File: src/rtl/record_serializer_if.sv
// Record-in / byte-out handshake bundle for record_serializer.
// recIn is big-endian: recIn[0:7] carries payload byte 0.
interface record_serializer_if #(
    parameter int unsigned NUM_BYTES = 37
) ();
    logic [0:8*NUM_BYTES-1] recIn;
    logic                   recIn_val;
    logic                   recIn_ready;
    logic                   recLost;
    logic [7:0]             byteOut;
    logic                   byteOut_val;
    logic                   byteOut_ready;
    logic                   byteOut_last;

    modport master (
        output recIn, recIn_val, recLost, byteOut_ready,
        input  recIn_ready, byteOut, byteOut_val, byteOut_last
    );

    modport slave (
        input  recIn, recIn_val, recLost, byteOut_ready,
        output recIn_ready, byteOut, byteOut_val, byteOut_last
    );
endinterface

File: src/rtl/record_serializer.sv
// Serializes one parsed record per handshake into a flag byte plus payload bytes,
// with optional trailing-zero trimming and saturating status counters.
module record_serializer #(
    parameter int unsigned NUM_BYTES  = 37,
    parameter int unsigned CNT_W      = 16,
    parameter int unsigned TRIM_ZEROS = 1
) (
    input  logic                 clk,
    input  logic                 reset,
    record_serializer_if.slave   bus,
    output logic [CNT_W-1:0]     recCount,
    output logic [CNT_W-1:0]     lostCount,
    output logic [CNT_W-1:0]     badCount
);

    localparam int unsigned REC_W = 8 * NUM_BYTES;
    localparam int unsigned IDX_W = (NUM_BYTES > 1) ? $clog2(NUM_BYTES) : 1;
    localparam logic [IDX_W-1:0] LAST_BYTE = IDX_W'(NUM_BYTES - 1);

    typedef enum logic [1:0] {
        IDLE = 2'd0,
        HDR  = 2'd1,
        DATA = 2'd2
    } state_t;

    state_t             state;
    logic [0:REC_W-1]   shadow;
    logic               bad_q;
    logic [IDX_W-1:0]   last_idx;
    logic [IDX_W-1:0]   idx;
    logic [7:0]         out_byte;
    logic               out_val;
    logic               out_last;
    logic               in_ready;

    logic               accept_c;
    logic               take_c;
    logic               in_bad_c;
    logic               in_lost_c;
    logic [IDX_W-1:0]   in_last_nz_c;
    logic [IDX_W-1:0]   in_last_idx_c;
    logic [IDX_W-1:0]   idx_inc_c;

    assign accept_c  = bus.recIn_val & in_ready;
    assign take_c    = out_val & bus.byteOut_ready;
    assign in_bad_c  = &bus.recIn;
    // A bad record never reports loss, neither in its flag byte nor in lostCount.
    assign in_lost_c = bus.recLost & ~in_bad_c;
    assign idx_inc_c = idx + IDX_W'(1);

    // Priority encoder: highest-indexed nonzero payload byte, 0 when all are zero.
    always_comb begin
        in_last_nz_c = '0;
        for (int unsigned i = 0; i < NUM_BYTES; i++) begin
            if (bus.recIn[8*i +: 8] != 8'h00) begin
                in_last_nz_c = IDX_W'(i);
            end
        end
    end

    assign in_last_idx_c = (TRIM_ZEROS != 0) ? in_last_nz_c : LAST_BYTE;

    function automatic logic [7:0] shadow_byte(input logic [IDX_W-1:0] i);
        return shadow[{i, 3'b000} +: 8];
    endfunction

    function automatic logic [CNT_W-1:0] sat_inc(input logic [CNT_W-1:0] c);
        return (&c) ? c : c + CNT_W'(1);
    endfunction

    always_ff @(posedge clk) begin
        if (reset) begin
            state     <= IDLE;
            in_ready  <= 1'b1;
            out_byte  <= 8'h00;
            out_val   <= 1'b0;
            out_last  <= 1'b0;
            idx       <= '0;
            bad_q     <= 1'b0;
            last_idx  <= '0;
            recCount  <= '0;
            lostCount <= '0;
            badCount  <= '0;
        end else begin
            case (state)
                IDLE: begin
                    if (accept_c) begin
                        shadow    <= bus.recIn;
                        bad_q     <= in_bad_c;
                        last_idx  <= in_last_idx_c;
                        recCount  <= sat_inc(recCount);
                        if (in_lost_c) lostCount <= sat_inc(lostCount);
                        if (in_bad_c)  badCount  <= sat_inc(badCount);
                        in_ready  <= 1'b0;
                        out_byte  <= {6'b000000, in_bad_c, in_lost_c};
                        out_val   <= 1'b1;
                        out_last  <= in_bad_c;
                        state     <= HDR;
                    end
                end
                HDR: begin
                    if (take_c) begin
                        if (bad_q) begin
                            out_val  <= 1'b0;
                            out_last <= 1'b0;
                            in_ready <= 1'b1;
                            state    <= IDLE;
                        end else begin
                            idx      <= '0;
                            out_byte <= shadow_byte('0);
                            out_last <= (last_idx == '0);
                            state    <= DATA;
                        end
                    end
                end
                DATA: begin
                    if (take_c) begin
                        if (out_last) begin
                            out_val  <= 1'b0;
                            out_last <= 1'b0;
                            in_ready <= 1'b1;
                            state    <= IDLE;
                        end else begin
                            idx      <= idx_inc_c;
                            out_byte <= shadow_byte(idx_inc_c);
                            out_last <= (idx_inc_c == last_idx);
                        end
                    end
                end
                default: begin
                    out_val  <= 1'b0;
                    out_last <= 1'b0;
                    in_ready <= 1'b1;
                    state    <= IDLE;
                end
            endcase
        end
    end

    assign bus.recIn_ready  = in_ready;
    assign bus.byteOut      = out_byte;
    assign bus.byteOut_val  = out_val;
    assign bus.byteOut_last = out_last;

endmodule
File: src/flat_wrapper.sv
// flat-port wrapper written by rule: the top's interface ports become plain ports
module record_serializer_flat 
#(
    parameter int unsigned NUM_BYTES  = 37,
    parameter int unsigned CNT_W      = 16,
    parameter int unsigned TRIM_ZEROS = 1
)
  (clk, reset, recCount, lostCount, badCount, bus_recIn, bus_recIn_val, bus_recLost, bus_byteOut_ready, bus_recIn_ready, bus_byteOut, bus_byteOut_val, bus_byteOut_last);
  record_serializer_if #(.NUM_BYTES(NUM_BYTES)) bus_i ();
  input  logic clk;
  input  logic reset;
  output logic [CNT_W-1:0] recCount;
  output logic [CNT_W-1:0] lostCount;
  output logic [CNT_W-1:0] badCount;
  input wire logic [$bits(bus_i.recIn)-1:0] bus_recIn;
  input wire logic [$bits(bus_i.recIn_val)-1:0] bus_recIn_val;
  input wire logic [$bits(bus_i.recLost)-1:0] bus_recLost;
  input wire logic [$bits(bus_i.byteOut_ready)-1:0] bus_byteOut_ready;
  output wire logic [$bits(bus_i.recIn_ready)-1:0] bus_recIn_ready;
  output wire logic [$bits(bus_i.byteOut)-1:0] bus_byteOut;
  output wire logic [$bits(bus_i.byteOut_val)-1:0] bus_byteOut_val;
  output wire logic [$bits(bus_i.byteOut_last)-1:0] bus_byteOut_last;
  assign bus_i.recIn = bus_recIn;
  assign bus_i.recIn_val = bus_recIn_val;
  assign bus_i.recLost = bus_recLost;
  assign bus_i.byteOut_ready = bus_byteOut_ready;
  assign bus_recIn_ready = bus_i.recIn_ready;
  assign bus_byteOut = bus_i.byteOut;
  assign bus_byteOut_val = bus_i.byteOut_val;
  assign bus_byteOut_last = bus_i.byteOut_last;
  record_serializer #(.NUM_BYTES(NUM_BYTES), .CNT_W(CNT_W), .TRIM_ZEROS(TRIM_ZEROS)) u_core (.clk(clk), .reset(reset), .bus(bus_i), .recCount(recCount), .lostCount(lostCount), .badCount(badCount));
endmodule
File: config.mk
export PLATFORM = sky130hd
export DESIGN_NAME = record_serializer_flat
export DESIGN_NICKNAME = d
export VERILOG_FILES = /design/src/rtl/record_serializer_if.sv /design/src/rtl/record_serializer.sv /design/src/flat_wrapper.sv
export SDC_FILE = /design/constraint.sdc
export NUM_CORES = 1
export LEC_CHECK = 0
export CORE_MARGIN = 2
export CORE_UTILIZATION = 40
export DETAILED_ROUTE_END_ITERATION = 8
export PLACE_DENSITY = 0.68
export SETUP_SLACK_MARGIN = 0.15
export SLEW_MARGIN = 10
export SYNTH_ARGS = -nofsm -noshare
export SYNTH_HDL_FRONTEND = slang
export SYNTH_SLANG_ARGS = --single-unit
File: constraint.sdc
create_clock -name clk -period 18.3 [get_ports clk]
set_input_delay 3.66 -clock clk [delete_from_list [all_inputs] [get_ports clk]]
set_output_delay 3.66 -clock clk [all_outputs]
set_load 0.05 [all_outputs]
# Word level (Yosys, flattened, before mapping)
# Cells that the tools add are included.
[op_classes]
add_sub_neg = 4
n_eq_ne = 10
n_shift = 1
mux = 71
bitwise = 9
n_reduce_logical = 54
[ops]
columns = ["cell", "count"]
rows = [
  ["AND reduction 299 bit", 1],
  ["indexed part select 296 x 10 -> 297 bit", 1],
  ["AND reduction 296 bit", 1],
  ["nonzero test 8 bit", 36],
  ["2-to-1 mux 5 bit", 16],
  ["2-to-1 mux 6 bit", 9],
  ["adder 16 x 1 -> 16 bit, second input constant", 3],
  ["AND reduction 16 bit", 3],
  ["2-to-1 mux 8 bit", 5],
  ["2-to-1 mux 4 bit", 8],
  ["case mux 8 bit (3 select lines)", 1],
  ["2-to-1 mux 1 bit", 16],
  ["2-to-1 mux 2 bit", 7],
  ["2-to-1 mux 3 bit", 4],
  ["case mux 6 bit (2 select lines)", 1],
  ["!= test 2 x 1 -> 1 bit, second input constant", 5],
  ["inverter 9 -> 10 bit", 1],
  ["AND reduction 5 bit", 2],
  ["case mux 1 bit (3 select lines)", 3],
  ["AND reduction 3 bit", 3],
  ["AND reduction 4 bit", 2],
  ["adder 6 x 1 -> 6 bit, second input constant", 1],
  ["equality test 6 bit", 1],
  ["zero test 6 bit", 1],
  ["11 further kinds", 18],
]
[word_totals]
register_bits = 370
input_bits = 301
wordCells = 161

# Longest topological paths before layout
# Gate-level depths: netlist of the first run.
[depth]
word_depth = 37
ltp_mapped = 11
ltp_nobuf = 9

# Worst setup path after synthesis of the first run
# Ideal clock, no wire load.
[synth_path]
path_type = "input to register"
start = "input reset"
end = "register u_core.shadow[0] (netlist name), enable pin"
setup_time_ns = 0.961
arrival_ns = 16.570
t_required_ns = 17.339
path_slack_ns = 0.770
cell_stages = 4
path_cell_list = "clkbuf_1 > clkbuf_1 > buf_1 > nor2_1"
[synth_via]
elab_chain_len = 2
[synth_lines]
columns = ["item", "line_no", "source"]
rows = [
  ["start, declared", "flat_wrapper.sv:11", "input logic reset;"],
  ["inverter 1 bit (no source line)", "-", ""],
  ["AND reduction 3 bit (no source line)", "-", ""],
  ["end signal, assigned", "record_serializer.sv:88", "shadow <= bus.recIn;"],
  ["end, declared", "record_serializer.sv:27", "logic [0:REC_W-1] shadow;"],
]
# Every way passes these cells.
# A chain may end at the register's enable or synchronous reset.

# Worst setup path after layout of the first run
[layout_path]
start = "input bus_recIn[228]"
end = "register u_core.lostCount[10]"
[layout_via]
elab_chain_len = 4
[layout_lines]
columns = ["item", "line_no", "source"]
rows = [
  ["start, declared", "flat_wrapper.sv:15", "input wire logic [$bits(bus_i.recIn)-1:0] bus_recIn;"],
  ["AND reduction 296 bit", "record_serializer.sv:46", "assign in_bad_c = &bus.recIn;"],
  ["inverter 1 bit", "record_serializer.sv:48", "assign in_lost_c = bus.recLost & ~in_bad_c;"],
  ["bitwise AND 1 bit", "record_serializer.sv:48", ""],
  ["AND reduction 4 bit (no source line)", "-", ""],
  ["end signal, assigned", "record_serializer.sv:92", "if (in_lost_c) lostCount <= sat_inc(lostCount);"],
  ["end, declared", "record_serializer.sv:12", "output logic [CNT_W-1:0] lostCount,"],
]
# Every way passes these cells.

==> impl_metrics.ini, run 1 <==
[logic_synthesis]
synthTopCellsByCount = edfxtp_1, nand2_1, nand4_1
synthTopCellsByArea = edfxtp_1, mux4_2, dfxtp_1
syn-mean-instance-area_sq_um = 13.8
ys_ff_latch = 370
synth_top_area_cell = edfxtp_1
syn_area_sq_mm = 0.0166
synth-edff-count = 296
yosysWarnings = 0
synthCells = 1207
yosysSeqAreaShare = 0.624
ys.flop_type = edfxtp_1
synth-async-reset-ratio = 0
ys_types = 67
syn_nets = 1516
synth.most_common_cell = edfxtp_1
synth_top_area_frac = 0.535

[job]
drv_cap = 0

[floorplanning]
core_area_sq_mm = 0.0409
ios = 360
die-area_sq_mm = 0.0432
die_height_um = 208
die_w_um = 208
start_util = 0.406
fp-row-count = 74

[detailed_routing]
via_per_inst = 6.20
top_layer_used = met5
antenna_left = 0
firstDrtPassIters = 5
wl_met2_um = 28400
vias = 13298
wire_per_inst_um = 27.5
drc = 0
drt_iter0_drc = 1584
met3_length_um = 6480
wl_met1_um = 21600
routed_wirelength_um = 58900

[power_and_ir_drop]
max-vdd-ir-drop_uv = 66.8
intPower_mw = 1.69
power.switching_mw = 0.639
switching_share = 0.275
p_clk_frac = 0.352
power_leakage_nw = 6.96
combPwrFrac = 0.185
p_seq_frac = 0.463
power_density_mw_per_mm2 = 105

[clocking]
cts_sinks = 370
cts_resized = 0
cts_root_buffer = clkbuf_16
clk_latency_ns = 0.56
cts_max_path_buffers = 3
post_cts_buffers = 0
cts_buffers = 40
cts.htree.levels = 2
clk_pin_slew_worst_paths_ns = 0.06
cts.hold.buffers_added = 0
cts_tree = built

[finish]
fill_cells = 3475
drive_gt1_frac = 0.109
nets = 1885
syn2layout_area_growth_pct = 33.0

[timing]
min_period_ns = 6.81
hold_violations = 0
fin_skew_ns = 0.00931
finalSetupViolCount = 0
relSlewSlack = 0.174
finalCritPeriodShare = 0.372
tns_ns = 0
tightestPinTransition_ns = 1.24
rsz0062_at_grt = false
max_freq_mhz = 147
fin_hold_ws_ns = 0.491
drv_slew = 0

[min_path]
hold_path_depth = 2
min_from = u_core.last_idx[4]
whs_endpoint = u_core.last_idx[4]
worstHoldPathType = reg2reg

[placement]
dp_hpwl_um = 46100
gp_congestion = 0.944
io_buffers = 359

[critical_path]
ff2ff_setup_slack_ns = 14.41
timing.rr.start = u_core.idx[0]
worstPathRequired_ns = 18.75
r2r-end = u_core.bus.byteOut[7]
cp-start-kind = input port
cp.arrival_ns = 7.26
ff2ff_path_depth = 6
critPathKind = in2reg
end_kind = flop
crit_path_max_fanout = 23

[global_route]
grt_use_total = 0.267
grt_pass1_wl_um = 85000
first_global_vias = 12972
grt_overflow_total = 0
grt_max_degree = 98
antenna_found_initial = 6

[status]
status = finished, final reports clean
## cells in the final DEF (no fill, tap or decap), types with 6 or more instances in the layout
master,instances
and3_1,18
clkinv_2,9
clkbuf_16,41
dfxtp_1,73
mux2_2,11
a21oi_1,35
mux2i_1,11
buf_4,11
nand4_1,102
nor2_1,73
a22oi_1,9
or3_1,9
nor3_1,18
ha_1,7
nand3_1,50
nor2b_1,19
clkinv_1,10
xnor2_1,10
edfxtp_1,296
inv_1,8
o21ai_0,24
nor4_1,82
nand2_1,114
or4_1,19
mux4_2,78
o31ai_1,6
clkdlybuf4s50_1,358
xor2_1,20
## cells by family after synthesis
kind of cell	count (synthesis)	synth area share
multiplexers	100	0.120
buffers and inverters	51	0.0134
AND/OR/NAND/NOR	532	0.174
flip-flops	370	0.624
XOR/XNOR	32	0.0182
AO/OA/AOI/OAI	114	0.0449
adder cells (fa/ha/maj)	8	0.00602
## sequential cells by signal, summed over array words and instances, names as in the netlist, 2 cells and up
register,count
u_core.state,2
u_core.bus.byteOut,8
u_core.shadow,296
u_core.badCount,16
u_core.recCount,16
u_core.idx,6
u_core.last_idx,6
u_core.lostCount,16
## worst max-delay path by stage
| stage | start | endpoint | slack, ns | depth (start not counted) |
|---|---|---|---|---|
| after global placement | bus_recIn[228] | u_core.lostCount[10] | 10.98 | 8 |
| after floorplan | reset | u_core.shadow[0] | 0.77 | 4 |
| after detailed placement | bus_recIn[228] | u_core.lostCount[10] | 10.98 | 8 |
| after CTS | bus_recIn[228] | u_core.lostCount[10] | 11.57 | 8 |
| after global routing | bus_recIn[228] | u_core.lostCount[10] | 11.43 | 8 |
| final | bus_recIn[228] | u_core.lostCount[10] | 11.49 | 8 |
## power by group through the flow
stage | registers (mW) | clock network (mW) | logic [mW]
2_1_floorplan | 1.17 | 0 | 0.203
3_3_place_gp | 1.09 | 0 | 0.419
3_5_place_dp | 1.09 | 0 | 0.424
4_1_cts | 1.08 | 0.827 | 0.425
5_1_grt | 1.08 | 0.861 | 0.453
6_report | 1.08 | 0.819 | 0.429
## critical path: stages
cell and delay, ns:
clkdlybuf4s50_1 0.63, nand4_1 0.21, nor4_1 0.64, nand4_1 0.34
nor4_4 0.72, and2_2 0.54, and4b_1 0.25, mux2_2 0.26
## area by class of cell
cell class	count	area (sq um)	share of cell area
diodes	5	12.5	0.000566
clock buffers	45	1040	0.0471
clock inverters	28	268	0.0121
inverters	8	30.0	0.00136
multi-input cells	786	6040	0.273
flip-flops and latches	370	10400	0.469
well taps	532	666	0.0301
repair buffers	370	3670	0.166
## through the flow
| step | cell area (sq um) | power [mW] | util | worst slack (ns) | cells |
|---|---|---|---|---|---|
| 2_1_floorplan | 16600 | 1.37 | - | 0.770 | 1207 |
| 3_3_place_gp | 20800 | 1.51 | 0.508 | 10.98 | 2066 |
| 3_5_place_dp | 20800 | 1.52 | 0.508 | 10.98 | 2066 |
| 4_1_cts | 22100 | 2.33 | 0.540 | 11.57 | 2139 |
| 5_1_grt | 22100 | 2.40 | 0.540 | 11.43 | 2143 |
| 6_report | 22100 | 2.33 | 0.540 | 11.49 | 2144 |
## per-layer routing
layer / up-vias / GRT usage
met3: 130 / 0.0672
li1: 5691 / -
met2: 938 / 0.433
met5: - / 0
met1: 6537 / 0.345
met4: 2 / 0.104
(Power assumes the default switching activity.)
==> run 2: changes to the inputs <==
--- a/config.mk
+++ b/config.mk
@@ -8,7 +8,7 @@
 export CORE_MARGIN = 2
 export CORE_UTILIZATION = 40
 export DETAILED_ROUTE_END_ITERATION = 8
-export PLACE_DENSITY = 0.68
+export PLACE_DENSITY = 0.65
 export SETUP_SLACK_MARGIN = 0.15
 export SLEW_MARGIN = 10
 export SYNTH_ARGS = -nofsm -noshare
==> constraint.sdc (replaced) <==
create_clock -name clk -period 7.1 [get_ports clk]
set_input_delay 1.42 -clock clk [delete_from_list [all_inputs] [get_ports clk]]
set_output_delay 1.42 -clock clk [all_outputs]
set_load 0.05 [all_outputs]
==> run 2 against run 1 <==
Compared with the run above:
- sequential cell count unchanged
- hold slack better by 0.0028 ns
- clock skew increased by 0.019 ns
- clock power increased by 150%
- cell area barely moved
- global-route usage shrank 0.052 points
- critical endpoint unchanged
==> impl_metrics.ini, run 2 (synthesized netlist as in run 1, its figures left out) <==
[status]
status = finished, final reports clean

[detailed_routing]
wl_met1_um = 21800
via_per_inst = 6.13
top_layer_used = met5
antenna_left = 0
vias = 13167
met3_length_um = 6140
firstDrtPassIters = 6
wire_per_inst_um = 27.3
routed_wirelength_um = 58700
wl_met2_um = 28400
drc = 0
drt_iter0_drc = 1565

[finish]
drive_gt1_frac = 0.106
largest_reg_flops = 296
finish.utilization = 0.540
nets = 1884
layout_commonest_cell = clkdlybuf4s50_1
top_register = u_core.shadow
final_cell_mix = clkdlybuf4s50_1, edfxtp_1, nand2_1
final_cells = 2148
syn2layout_area_growth_pct = 33.0

[clocking]
clk_pin_slew_worst_paths_ns = 0.06
cts_resized = 0
cts_buffers = 40
cts.hold.buffers_added = 0
cts_sinks = 370
cts.htree.levels = 2
cts_max_path_buffers = 3
cts_tree = built
cts_root_buffer = clkbuf_16
post_cts_buffers = 0
clk_latency_ns = 0.56

[critical_path]
cp.arrival_ns = 5.07
slowest_delay_ns = 0.79
path_cells = clkdlybuf4s50_1, nand4_1, nor4_1, nand4_1, nor4_4, and2_2, and4b_1, mux2_2
critPathKind = in2reg
crit_family = simple AND/OR/NAND/NOR gates
cp-start-kind = input port
crit_slowest_cell = nor4_1
end_kind = flop
worstPathRequired_ns = 7.53
path_common_cell = nand4_1
critical_path_buf_inv_count = 1
crit_path_max_fanout = 23

[power_and_ir_drop]
power_density_mw_per_mm2 = 268
max-vdd-ir-drop_uv = 226
power_leakage_nw = 6.94

[timing]
max_freq_mhz = 215
fin_skew_ns = 0.0285
fin_ws_ns = 2.46
tightestPinTransition_ns = 1.00
min_period_ns = 4.64
tns_ns = 0
finalCritPeriodShare = 0.654
drv_slew = 0
fin_hold_ws_ns = 0.494
hold_violations = 0
finalSetupViolCount = 0
rsz0062_at_grt = false
relSlewSlack = 0.331

[job]
drv_cap = 0

[placement]
io_buffers = 359
gp_congestion = 0.945
post-place-ws_ns = 1.96
post-place-cells = 2065
dp_hpwl_um = 46100

[min_path]
worstHoldPathType = reg2reg

[global_route]
antenna_found_initial = 13
grt_pass1_wl_um = 84700
grt_use_total = 0.267
first_global_vias = 12803
grt_overflow_total = 0
grt_max_degree = 151

[floorplanning]
die_height_um = 208
core_area_sq_mm = 0.0409
die_w_um = 208
start_util = 0.406
die-area_sq_mm = 0.0432
ios = 360
fp-row-count = 74
[run 2: metal layers]
layer / global-route usage / vias up
met5: 0 / -
met4: 0.108 / 8
met3: 0.0576 / 128
met2: 0.433 / 887
met1: 0.349 / 6470
li1: - / 5674
[run 2: final cells by class]
type / count / area, sq um
Fill cell: 3453 / 18800
Sequential cell: 370 / 10400
Multi-Input combinational cell: 786 / 6040
Timing Repair Buffer: 369 / 3700
Clock buffer: 51 / 1100
Tap cell: 532 / 666
Clock inverter: 23 / 166
Inverter: 8 / 30.0
Antenna cell: 9 / 22.5
[run 2: tightest hold or removal path, delay by kind of cell (launching register included)]
family / cells / cell delay, ns
DFF: 1 / 0.32
AOI/OAI and AO/OA: 1 / 0.08
and+or+nand+nor: 1 / 0.06
[run 2: where the power goes]
| part | switching (mW) | internal [mW] |
|---|---|---|
| Combinational | 0.679 | 0.434 |
| Clock | 0.860 | 1.17 |
| Sequential | 0.0934 | 2.68 |
[run 2: worst paths after layout]
kind,slack (ns),endpoint,start,cells after the start
max,2.46,u_core.lostCount[10],bus_recIn[123],8
min,0.49,u_core.bus.byteOut[5],u_core.bus.byteOut[5],2
max reg2reg,3.57,u_core.bus.byteOut[7],u_core.idx[0],6
min reg2reg,0.49,u_core.bus.byteOut[5],u_core.bus.byteOut[5],2
[run 2: through the flow]
step	area [sq um]	power, mW
after floorplan	16600	3.42
after global placement	20800	3.89
after detailed placement	20800	3.92
after CTS	22100	5.93
after global routing	22100	6.11
final	22100	5.91
